$ cat src/rtl/npu_readmem_sweep_sched_if.sv
// npu_readmem_sweep_sched_if
// Purpose: bundles the config, control, read-engine and result-buffer signals
//          of the NPU read-memory sweep scheduler into one interface.
//          Signal prefixes (i_/o_) are from the scheduler's point of view.
// Signals:
//   i_start, i_stop           start / abort pulses
//   i_cfg_wl_st/i_cfg_wl_end  WL range;  i_cfg_bl_st/i_cfg_bl_end  BL range
//   i_cfg_repeat, i_cfg_loop  reads per point, extra whole-range passes
//   o_rd_req, o_rd_wl/o_rd_bl read request and its point
//   i_rd_done, i_rd_dout      engine completion and ADC sample
//   o_res_we/addr/data        output buffer write port
//   o_busy, o_done            status
//   o_cur_wl/bl/loop          current (or last) point and pass
// Modports: master = scheduler side, slave = config/engine/buffer side.
interface npu_readmem_sweep_sched_if #(
  parameter int POS_W   = 8,
  parameter int DOUT_W  = 6,
  parameter int REP_W   = 4,
  parameter int ACC_W   = 10,
  parameter int LOOP_W  = 32,
  parameter int OADDR_W = 9
);
  logic               i_start;
  logic               i_stop;
  logic [POS_W-1:0]   i_cfg_wl_st;
  logic [POS_W-1:0]   i_cfg_wl_end;
  logic [POS_W-1:0]   i_cfg_bl_st;
  logic [POS_W-1:0]   i_cfg_bl_end;
  logic [REP_W-1:0]   i_cfg_repeat;
  logic [LOOP_W-1:0]  i_cfg_loop;
  logic               o_rd_req;
  logic [POS_W-1:0]   o_rd_wl;
  logic [POS_W-1:0]   o_rd_bl;
  logic               i_rd_done;
  logic [DOUT_W-1:0]  i_rd_dout;
  logic               o_res_we;
  logic [OADDR_W-1:0] o_res_addr;
  logic [ACC_W-1:0]   o_res_data;
  logic               o_busy;
  logic               o_done;
  logic [POS_W-1:0]   o_cur_wl;
  logic [POS_W-1:0]   o_cur_bl;
  logic [LOOP_W-1:0]  o_cur_loop;

  modport master (
    input  i_start, i_stop, i_cfg_wl_st, i_cfg_wl_end, i_cfg_bl_st, i_cfg_bl_end,
           i_cfg_repeat, i_cfg_loop, i_rd_done, i_rd_dout,
    output o_rd_req, o_rd_wl, o_rd_bl, o_res_we, o_res_addr, o_res_data,
           o_busy, o_done, o_cur_wl, o_cur_bl, o_cur_loop
  );

  modport slave (
    output i_start, i_stop, i_cfg_wl_st, i_cfg_wl_end, i_cfg_bl_st, i_cfg_bl_end,
           i_cfg_repeat, i_cfg_loop, i_rd_done, i_rd_dout,
    input  o_rd_req, o_rd_wl, o_rd_bl, o_res_we, o_res_addr, o_res_data,
           o_busy, o_done, o_cur_wl, o_cur_bl, o_cur_loop
  );
endinterface

$ cat src/rtl/npu_readmem_sweep_sched.sv
// npu_readmem_sweep_sched
// Purpose: sequences NPU v2 read-memory sweeps. Walks WL (outer) x BL (inner)
//          over a latched rectangle, issues cfg_repeat read requests per point
//          to the read engine, sums the returned DOUT samples and writes each
//          per-point sum into the output buffer. Optionally repeats the whole
//          rectangle cfg_loop extra times. A stop pulse aborts cleanly, draining
//          any outstanding engine request first.
// Ports:
//   clk     clock
//   rst_n   asynchronous active-low reset
//   bus     npu_readmem_sweep_sched_if.master (config, engine, buffer, status)
module npu_readmem_sweep_sched #(
  parameter int POS_W   = 8,
  parameter int DOUT_W  = 6,
  parameter int REP_W   = 4,
  parameter int ACC_W   = 10,
  parameter int LOOP_W  = 32,
  parameter int OADDR_W = 9
) (
  input  logic                      clk,
  input  logic                      rst_n,
  npu_readmem_sweep_sched_if.master bus
);

  // GAP keeps rd_req low for one cycle between back-to-back repeats.
  typedef enum logic [2:0] {
    S_IDLE, S_ISSUE, S_WAIT, S_GAP, S_WRITE, S_DONE, S_DRAIN
  } state_t;

  state_t             r_state;
  state_t             w_next;

  logic [POS_W-1:0]   r_wl_st, r_wl_end, r_bl_st, r_bl_end;
  logic [REP_W-1:0]   r_rep_tgt;
  logic [LOOP_W-1:0]  r_loop_tgt;

  logic [POS_W-1:0]   r_wl, r_bl;
  logic [LOOP_W-1:0]  r_loop;
  logic [REP_W-1:0]   r_rep;
  logic [OADDR_W-1:0] r_addr;
  logic [ACC_W-1:0]   r_acc;

  logic               w_start_ok;
  logic               w_rd_accept;
  logic [REP_W-1:0]   w_rep_inc;
  logic               w_rep_last;
  logic               w_bl_last, w_wl_last, w_loop_last, w_sweep_last;
  logic [ACC_W-1:0]   w_dout_ext;

  assign w_start_ok   = bus.i_start & ~bus.i_stop;
  // An engine may answer in the same cycle the request first appears.
  assign w_rd_accept  = bus.i_rd_done & ((r_state == S_ISSUE) | (r_state == S_WAIT));
  assign w_rep_inc    = r_rep + REP_W'(1);
  assign w_rep_last   = (w_rep_inc == r_rep_tgt);
  assign w_bl_last    = (r_bl == r_bl_end);
  assign w_wl_last    = (r_wl == r_wl_end);
  assign w_loop_last  = (r_loop == r_loop_tgt);
  assign w_sweep_last = w_bl_last & w_wl_last & w_loop_last;
  assign w_dout_ext   = {{(ACC_W-DOUT_W){1'b0}}, bus.i_rd_dout};

  // State register.
  always_ff @(posedge clk or negedge rst_n) begin
    if (!rst_n) r_state <= S_IDLE;
    else        r_state <= w_next;
  end

  // Next-state and output decode.
  always_comb begin
    w_next         = r_state;
    bus.o_rd_req   = 1'b0;
    bus.o_res_we   = 1'b0;
    bus.o_res_data = '0;
    bus.o_busy     = (r_state != S_IDLE);
    bus.o_done     = 1'b0;
    bus.o_rd_wl    = r_wl;
    bus.o_rd_bl    = r_bl;
    bus.o_res_addr = r_addr;
    bus.o_cur_wl   = r_wl;
    bus.o_cur_bl   = r_bl;
    bus.o_cur_loop = r_loop;
    case (r_state)
      S_IDLE: begin
        if (w_start_ok) w_next = S_ISSUE;
      end
      S_ISSUE: begin
        bus.o_rd_req = 1'b1;
        if (bus.i_stop)         w_next = S_IDLE;
        else if (bus.i_rd_done) w_next = w_rep_last ? S_WRITE : S_GAP;
        else                    w_next = S_WAIT;
      end
      S_WAIT: begin
        bus.o_rd_req = 1'b1;
        if (bus.i_rd_done)   w_next = bus.i_stop ? S_IDLE : (w_rep_last ? S_WRITE : S_GAP);
        else if (bus.i_stop) w_next = S_DRAIN;
      end
      S_GAP: begin
        w_next = bus.i_stop ? S_IDLE : S_ISSUE;
      end
      S_WRITE: begin
        // An abort landing on the write cycle suppresses the write.
        bus.o_res_we   = ~bus.i_stop;
        bus.o_res_data = bus.i_stop ? '0 : r_acc;
        if (bus.i_stop)        w_next = S_IDLE;
        else if (w_sweep_last) w_next = S_DONE;
        else                   w_next = S_ISSUE;
      end
      S_DONE: begin
        bus.o_done = 1'b1;
        w_next     = S_IDLE;
      end
      S_DRAIN: begin
        bus.o_rd_req = 1'b1;
        if (bus.i_rd_done) w_next = S_IDLE;
      end
      default: w_next = S_IDLE;
    endcase
  end

  // Config latch, point walk, repeat count and accumulation.
  always_ff @(posedge clk or negedge rst_n) begin
    if (!rst_n) begin
      r_wl_st    <= '0;
      r_wl_end   <= '0;
      r_bl_st    <= '0;
      r_bl_end   <= '0;
      r_rep_tgt  <= '0;
      r_loop_tgt <= '0;
      r_wl       <= '0;
      r_bl       <= '0;
      r_loop     <= '0;
      r_rep      <= '0;
      r_addr     <= '0;
      r_acc      <= '0;
    end else begin
      case (r_state)
        S_IDLE: begin
          if (w_start_ok) begin
            // A reversed range collapses to its start point.
            r_wl_st    <= bus.i_cfg_wl_st;
            r_wl_end   <= (bus.i_cfg_wl_end < bus.i_cfg_wl_st) ? bus.i_cfg_wl_st : bus.i_cfg_wl_end;
            r_bl_st    <= bus.i_cfg_bl_st;
            r_bl_end   <= (bus.i_cfg_bl_end < bus.i_cfg_bl_st) ? bus.i_cfg_bl_st : bus.i_cfg_bl_end;
            r_rep_tgt  <= (bus.i_cfg_repeat == '0) ? REP_W'(1) : bus.i_cfg_repeat;
            r_loop_tgt <= bus.i_cfg_loop;
            r_wl       <= bus.i_cfg_wl_st;
            r_bl       <= bus.i_cfg_bl_st;
            r_loop     <= '0;
            r_rep      <= '0;
            r_addr     <= '0;
            r_acc      <= '0;
          end
        end
        S_ISSUE, S_WAIT: begin
          if (w_rd_accept) begin
            r_acc <= r_acc + w_dout_ext;
            r_rep <= w_rep_inc;
          end
        end
        S_WRITE: begin
          // The final point is left in place so status shows the last point/pass.
          if (!bus.i_stop && !w_sweep_last) begin
            r_acc  <= '0;
            r_rep  <= '0;
            r_addr <= r_addr + OADDR_W'(1);
            if (w_bl_last) begin
              r_bl <= r_bl_st;
              if (w_wl_last) begin
                r_wl   <= r_wl_st;
                r_loop <= r_loop + LOOP_W'(1);
                r_addr <= '0;
              end else begin
                r_wl <= r_wl + POS_W'(1);
              end
            end else begin
              r_bl <= r_bl + POS_W'(1);
            end
          end
        end
        default: ;
      endcase
    end
  end

endmodule

$ cat src/flat_wrapper.sv
// flat-port wrapper written by rule: the top's interface ports become plain ports
module npu_readmem_sweep_sched_flat 
#(
  parameter int POS_W   = 8,
  parameter int DOUT_W  = 6,
  parameter int REP_W   = 4,
  parameter int ACC_W   = 10,
  parameter int LOOP_W  = 32,
  parameter int OADDR_W = 9
)
  (clk, rst_n, bus_i_start, bus_i_stop, bus_i_cfg_wl_st, bus_i_cfg_wl_end, bus_i_cfg_bl_st, bus_i_cfg_bl_end, bus_i_cfg_repeat, bus_i_cfg_loop, bus_i_rd_done, bus_i_rd_dout, bus_o_rd_req, bus_o_rd_wl, bus_o_rd_bl, bus_o_res_we, bus_o_res_addr, bus_o_res_data, bus_o_busy, bus_o_done, bus_o_cur_wl, bus_o_cur_bl, bus_o_cur_loop);
  npu_readmem_sweep_sched_if #(.POS_W(POS_W), .DOUT_W(DOUT_W), .REP_W(REP_W), .ACC_W(ACC_W), .LOOP_W(LOOP_W), .OADDR_W(OADDR_W)) bus_i ();
  input  logic clk;
  input  logic rst_n;
  input wire logic [$bits(bus_i.i_start)-1:0] bus_i_start;
  input wire logic [$bits(bus_i.i_stop)-1:0] bus_i_stop;
  input wire logic [$bits(bus_i.i_cfg_wl_st)-1:0] bus_i_cfg_wl_st;
  input wire logic [$bits(bus_i.i_cfg_wl_end)-1:0] bus_i_cfg_wl_end;
  input wire logic [$bits(bus_i.i_cfg_bl_st)-1:0] bus_i_cfg_bl_st;
  input wire logic [$bits(bus_i.i_cfg_bl_end)-1:0] bus_i_cfg_bl_end;
  input wire logic [$bits(bus_i.i_cfg_repeat)-1:0] bus_i_cfg_repeat;
  input wire logic [$bits(bus_i.i_cfg_loop)-1:0] bus_i_cfg_loop;
  input wire logic [$bits(bus_i.i_rd_done)-1:0] bus_i_rd_done;
  input wire logic [$bits(bus_i.i_rd_dout)-1:0] bus_i_rd_dout;
  output wire logic [$bits(bus_i.o_rd_req)-1:0] bus_o_rd_req;
  output wire logic [$bits(bus_i.o_rd_wl)-1:0] bus_o_rd_wl;
  output wire logic [$bits(bus_i.o_rd_bl)-1:0] bus_o_rd_bl;
  output wire logic [$bits(bus_i.o_res_we)-1:0] bus_o_res_we;
  output wire logic [$bits(bus_i.o_res_addr)-1:0] bus_o_res_addr;
  output wire logic [$bits(bus_i.o_res_data)-1:0] bus_o_res_data;
  output wire logic [$bits(bus_i.o_busy)-1:0] bus_o_busy;
  output wire logic [$bits(bus_i.o_done)-1:0] bus_o_done;
  output wire logic [$bits(bus_i.o_cur_wl)-1:0] bus_o_cur_wl;
  output wire logic [$bits(bus_i.o_cur_bl)-1:0] bus_o_cur_bl;
  output wire logic [$bits(bus_i.o_cur_loop)-1:0] bus_o_cur_loop;
  assign bus_i.i_start = bus_i_start;
  assign bus_i.i_stop = bus_i_stop;
  assign bus_i.i_cfg_wl_st = bus_i_cfg_wl_st;
  assign bus_i.i_cfg_wl_end = bus_i_cfg_wl_end;
  assign bus_i.i_cfg_bl_st = bus_i_cfg_bl_st;
  assign bus_i.i_cfg_bl_end = bus_i_cfg_bl_end;
  assign bus_i.i_cfg_repeat = bus_i_cfg_repeat;
  assign bus_i.i_cfg_loop = bus_i_cfg_loop;
  assign bus_i.i_rd_done = bus_i_rd_done;
  assign bus_i.i_rd_dout = bus_i_rd_dout;
  assign bus_o_rd_req = bus_i.o_rd_req;
  assign bus_o_rd_wl = bus_i.o_rd_wl;
  assign bus_o_rd_bl = bus_i.o_rd_bl;
  assign bus_o_res_we = bus_i.o_res_we;
  assign bus_o_res_addr = bus_i.o_res_addr;
  assign bus_o_res_data = bus_i.o_res_data;
  assign bus_o_busy = bus_i.o_busy;
  assign bus_o_done = bus_i.o_done;
  assign bus_o_cur_wl = bus_i.o_cur_wl;
  assign bus_o_cur_bl = bus_i.o_cur_bl;
  assign bus_o_cur_loop = bus_i.o_cur_loop;
  npu_readmem_sweep_sched #(.POS_W(POS_W), .DOUT_W(DOUT_W), .REP_W(REP_W), .ACC_W(ACC_W), .LOOP_W(LOOP_W), .OADDR_W(OADDR_W)) u_core (.clk(clk), .rst_n(rst_n), .bus(bus_i));
endmodule
$ cat config.mk
export PLATFORM = sky130hd
export DESIGN_NAME = npu_readmem_sweep_sched_flat
export DESIGN_NICKNAME = d
export VERILOG_FILES = /design/src/rtl/npu_readmem_sweep_sched_if.sv /design/src/rtl/npu_readmem_sweep_sched.sv /design/src/flat_wrapper.sv
export SDC_FILE = /design/constraint.sdc
export NUM_CORES = 1
export LEC_CHECK = 0
export BUFFER_PORTS_ARGS = -buffer_cell sky130_fd_sc_hd__buf_2
export CAP_MARGIN = 40
export CELL_PAD_IN_SITES_DETAIL_PLACEMENT = 0
export CELL_PAD_IN_SITES_GLOBAL_PLACEMENT = 2
export CORE_MARGIN = 5
export CORE_UTILIZATION = 36
export CTS_CLUSTER_SIZE = 24
export DETAILED_ROUTE_END_ITERATION = 8
export PLACE_DENSITY = 0.86
export SLEW_MARGIN = 15
export SYNTH_ARGS = -nofsm -noshare
export SYNTH_HDL_FRONTEND = slang
export SYNTH_SLANG_ARGS = --single-unit
$ cat constraint.sdc
create_clock -name clk -period 6.15 [get_ports clk]
set_clock_uncertainty 0.1 [all_clocks]
set_input_delay 0.615 -clock clk [delete_from_list [all_inputs] [get_ports clk]]
set_output_delay 0.615 -clock clk [all_outputs]
set_load 0.03 [all_outputs]
==> impl_metrics.csv <==
group,metric,value,unit
critical_path,path_max_fanout,17,
critical_path,worst_r2r_endpoint,"u_core.bus.o_cur_loop[26]",
routing,firstDrtPassIters,5,
cts,clock-sinks,142,
global_routing,met3_usage,3.47,%
global_routing,grt_first_pass_wirelength,38800,um
critical_path,start_kind,"flop",
layout,antenna_cells,0,
layout,design_area,9880,sq um
critical_path,r2r_setup_slack,2.81,ns
synthesis,synth_area_per_cell,8.82,sq um
global_routing,grt_pass1_vias,7021,
cts,post-cts-setup-buffers,0,
timing,max_slew_margin,45.2,%
synthesis,synthFlopType,"dfrtp_1",
synthesis,synth-edff-count,0,
timing,fin_tns_setup,0,ns
layout,nNetsFinal,1175,
die,coreArea,22600,sq um
die,die_w,161,um
placement,numPortBuffers,165,
global_routing,grt_usage,18.5,%
power_and_ir_drop,power.density,426,nW/um^2
cts,clk_latency,0.42,ns
routing,drc,0,
routing,detail-route-antenna-nets,0,
placement,hpwl,17200,um
die,rows,55,
timing,rsz0062_at_grt,"no",
timing,fin_crit_sh,54.3,%
placement,gp_congestion,0.812,
cts,clk_path_buf_depth,2,
synthesis,async_reset_ff_share,100,%
global_routing,antenna_found_initial,0,
cts,post_cts_resized,0,
status,status,"finished, final reports clean",
routing,drtIter0Drc,404,
die,start_util,36.4,%
synthesis,netlist_area,8230,sq um
global_routing,grt_use_met2,28.7,%
min_path,min_path_type,"input port to async pin",
timing,hold_viol,0,
timing,setup-violations-final,0,
synthesis,synth_nets,1038,
global_routing,busiest_layer,"met2",
cts,numCtsBuffers,17,
critical_path,crit_type,"flop to flop",
die,die-area,26000,sq um
synthesis,synth.area.top_cells,"dfrtp_1, nand2_1, xnor2_1",
cts,clk_root_buffer_cell,"clkbuf_16",
synthesis,synth-seq-cells,142,
critical_path,reg2reg_depth,8,
global_routing,use_met1,26.5,%
critical_path,r2r_start,"u_core.r_state[2]",
critical_path,cp-end-kind,"flop",
synthesis,yosysTopAreaCell,"dfrtp_1",
routing,via_per_inst,5.13,
cts,htree_levels,4,
synthesis,yosys.cell_types.count,62,
synthesis,yosysWarnings,0,
global_routing,overflow,0,
synthesis,netlist.area_leader.share,43.2,%
cts,clkTransAtPathRegs,0.07,ns
routing,num_vias,7018,
synthesis,seq_area_frac_synth,43.2,%
flow_run,maxCapViolations,0,
die,die_h,161,um
die,pin_count,166,
cts,ctsHoldBuffers,0,
timing,finalCriticalPeriod,3.34,ns
timing,slew_viol_final,0,
power_and_ir_drop,leakagePower,4.87,nW
critical_path,cp.arrival,3.54,ns
layout,syn_to_final_growth,20.1,%
global_routing,grt_max_degree,81,
timing,tightestPinTransition,0.813,ns
layout,drive_gt1_share,21.5,%
routing,routed_wl,23700,um
timing,max_freq,0.300,GHz
placement,placed_area,9210,sq um
routing,wl_per_cell,17.3,um
critical_path,required,6.35,ns
cts,tritoncts,"built",
synthesis,synthCells,933,
power_and_ir_drop,ir_worst_vdd,161,uV
critical_path,worstSetupStartpoint,"u_core.r_state[2]",
==> worst max-delay path, cell delays in order (launching register included) <==
cell,delay [ns]
dfrtp_1,0.67
inv_2,0.13
nor3_2,0.50
buf_4,0.26
nand2_1,0.12
a2111o_1,0.56
a21oi_2,0.54
nand3_1,0.18
mux2i_1,0.15
==> per-layer routing <==
layer	vias to the layer above	share of wire, %
met5	-	0
met4	0	1.1
met3	18	4.9
met2	158	45
met1	3357	49
li1	3485	-
==> synthesized netlist by cell type (3+ instances only) <==
library cell	number
buf_1	5
buf_2	7
o21ai_1	3
dfrtp_1	142
inv_1	20
o211ai_1	7
nor2_1	55
or3_1	8
a21o_1	8
o41ai_1	3
clkbuf_1	25
and3_1	22
xor2_1	13
nand4_1	20
and4_1	6
a2111oi_0	3
mux2_2	8
o21a_1	4
and2_1	6
nand2b_1	19
nor3_1	3
xnor2_1	65
a21oi_1	40
buf_4	17
mux2i_1	16
o31ai_1	8
nor2b_1	5
nand3_1	31
a31oi_1	17
o311ai_0	3
a22o_1	7
o21ai_0	73
nand2_1	202
ha_1	25
==> through the flow <==
step                      power [W]  cells  setup WS, ns  hold slack [ns]  util, %
after global placement      0.00308   1331          2.71            0.355     40.6
after CTS                   0.00425   1366          2.58            0.163     43.6
after global routing        0.00450   1368          2.57            0.104     43.8
final                       0.00421   1368          2.81           0.0894     43.8
after detailed placement    0.00311   1334          2.60            0.364     40.8
after floorplan             0.00269    933          3.63            0.219        -
==> cell type report <==
type	count	area [sq um]
Fill cell	2268	12700
Multi-Input combinational cell	714	4310
Sequential cell	142	3550
Timing Repair Buffer	174	947
Clock buffer	18	439
Tap cell	285	357
Clock inverter	14	190
Inverter	21	78.8
==> registers in the layout (all words and copies together), names as in the netlist, 4 cells and up <==
register / flops
u_core.r_wl_st: 8
u_core.r_loop_tgt: 32
u_core.r_bl_st: 8
u_core.bus.o_cur_bl: 8
u_core.r_wl_end: 8
u_core.r_bl_end: 8
u_core.r_rep_tgt: 4
u_core.r_acc: 10
u_core.bus.o_cur_loop: 32
u_core.r_rep: 4
u_core.bus.o_cur_wl: 8
u_core.bus.o_res_addr: 9
==> placed cells by master (no fill, tap or decap), types with 13 or more instances in the layout <==
cell type | Yosys | final
dfrtp_1 | 142 | 142
a31oi_1 | 17 | 17
nand2_1 | 202 | 202
a21oi_1 | 40 | 40
buf_2 | 7 | 164
xnor2_1 | 65 | 65
o21ai_0 | 73 | 73
nand4_1 | 20 | 20
xor2_1 | 13 | 13
clkbuf_16 | 0 | 17
mux2i_1 | 16 | 16
nand2b_1 | 19 | 19
nand3_1 | 31 | 30
and3_1 | 22 | 21
nor2_1 | 55 | 55
inv_1 | 20 | 20
ha_1 | 25 | 25
==> power by group <==
part           internal [W]  switching, W  total (W)
Clock              0.000691      0.000429    0.00112
Sequential          0.00124      0.000312    0.00155
Combinational      0.000602      0.000933    0.00153
==> worst max path at each step <==
stage / to / slack (ns) / cells past startpoint
detailed placement: u_core.bus.o_cur_loop[18] / 2.60 / 7
global placement: u_core.bus.o_cur_loop[16] / 2.71 / 7
floorplan: u_core.bus.o_cur_loop[16] / 3.63 / 9
CTS: u_core.bus.o_cur_loop[18] / 2.58 / 7
finish: u_core.bus.o_cur_loop[26] / 2.81 / 8
global route: u_core.bus.o_cur_loop[26] / 2.57 / 8
==> cell families (layout without fill, tap and decap cells) <==
logic type	count (synthesis)	count (layout)	synth area share, %
adder cells (fa/ha/maj)	26	26	4.05
AND/OR/NAND/NOR	390	390	21.8
XOR/XNOR	78	78	8.31
flip-flops	142	142	43.2
multiplexers	24	24	3.04
AO/OA/AOI/OAI	196	196	15.0
buffers and inverters	77	227	4.58
(Power assumes the default switching activity.)
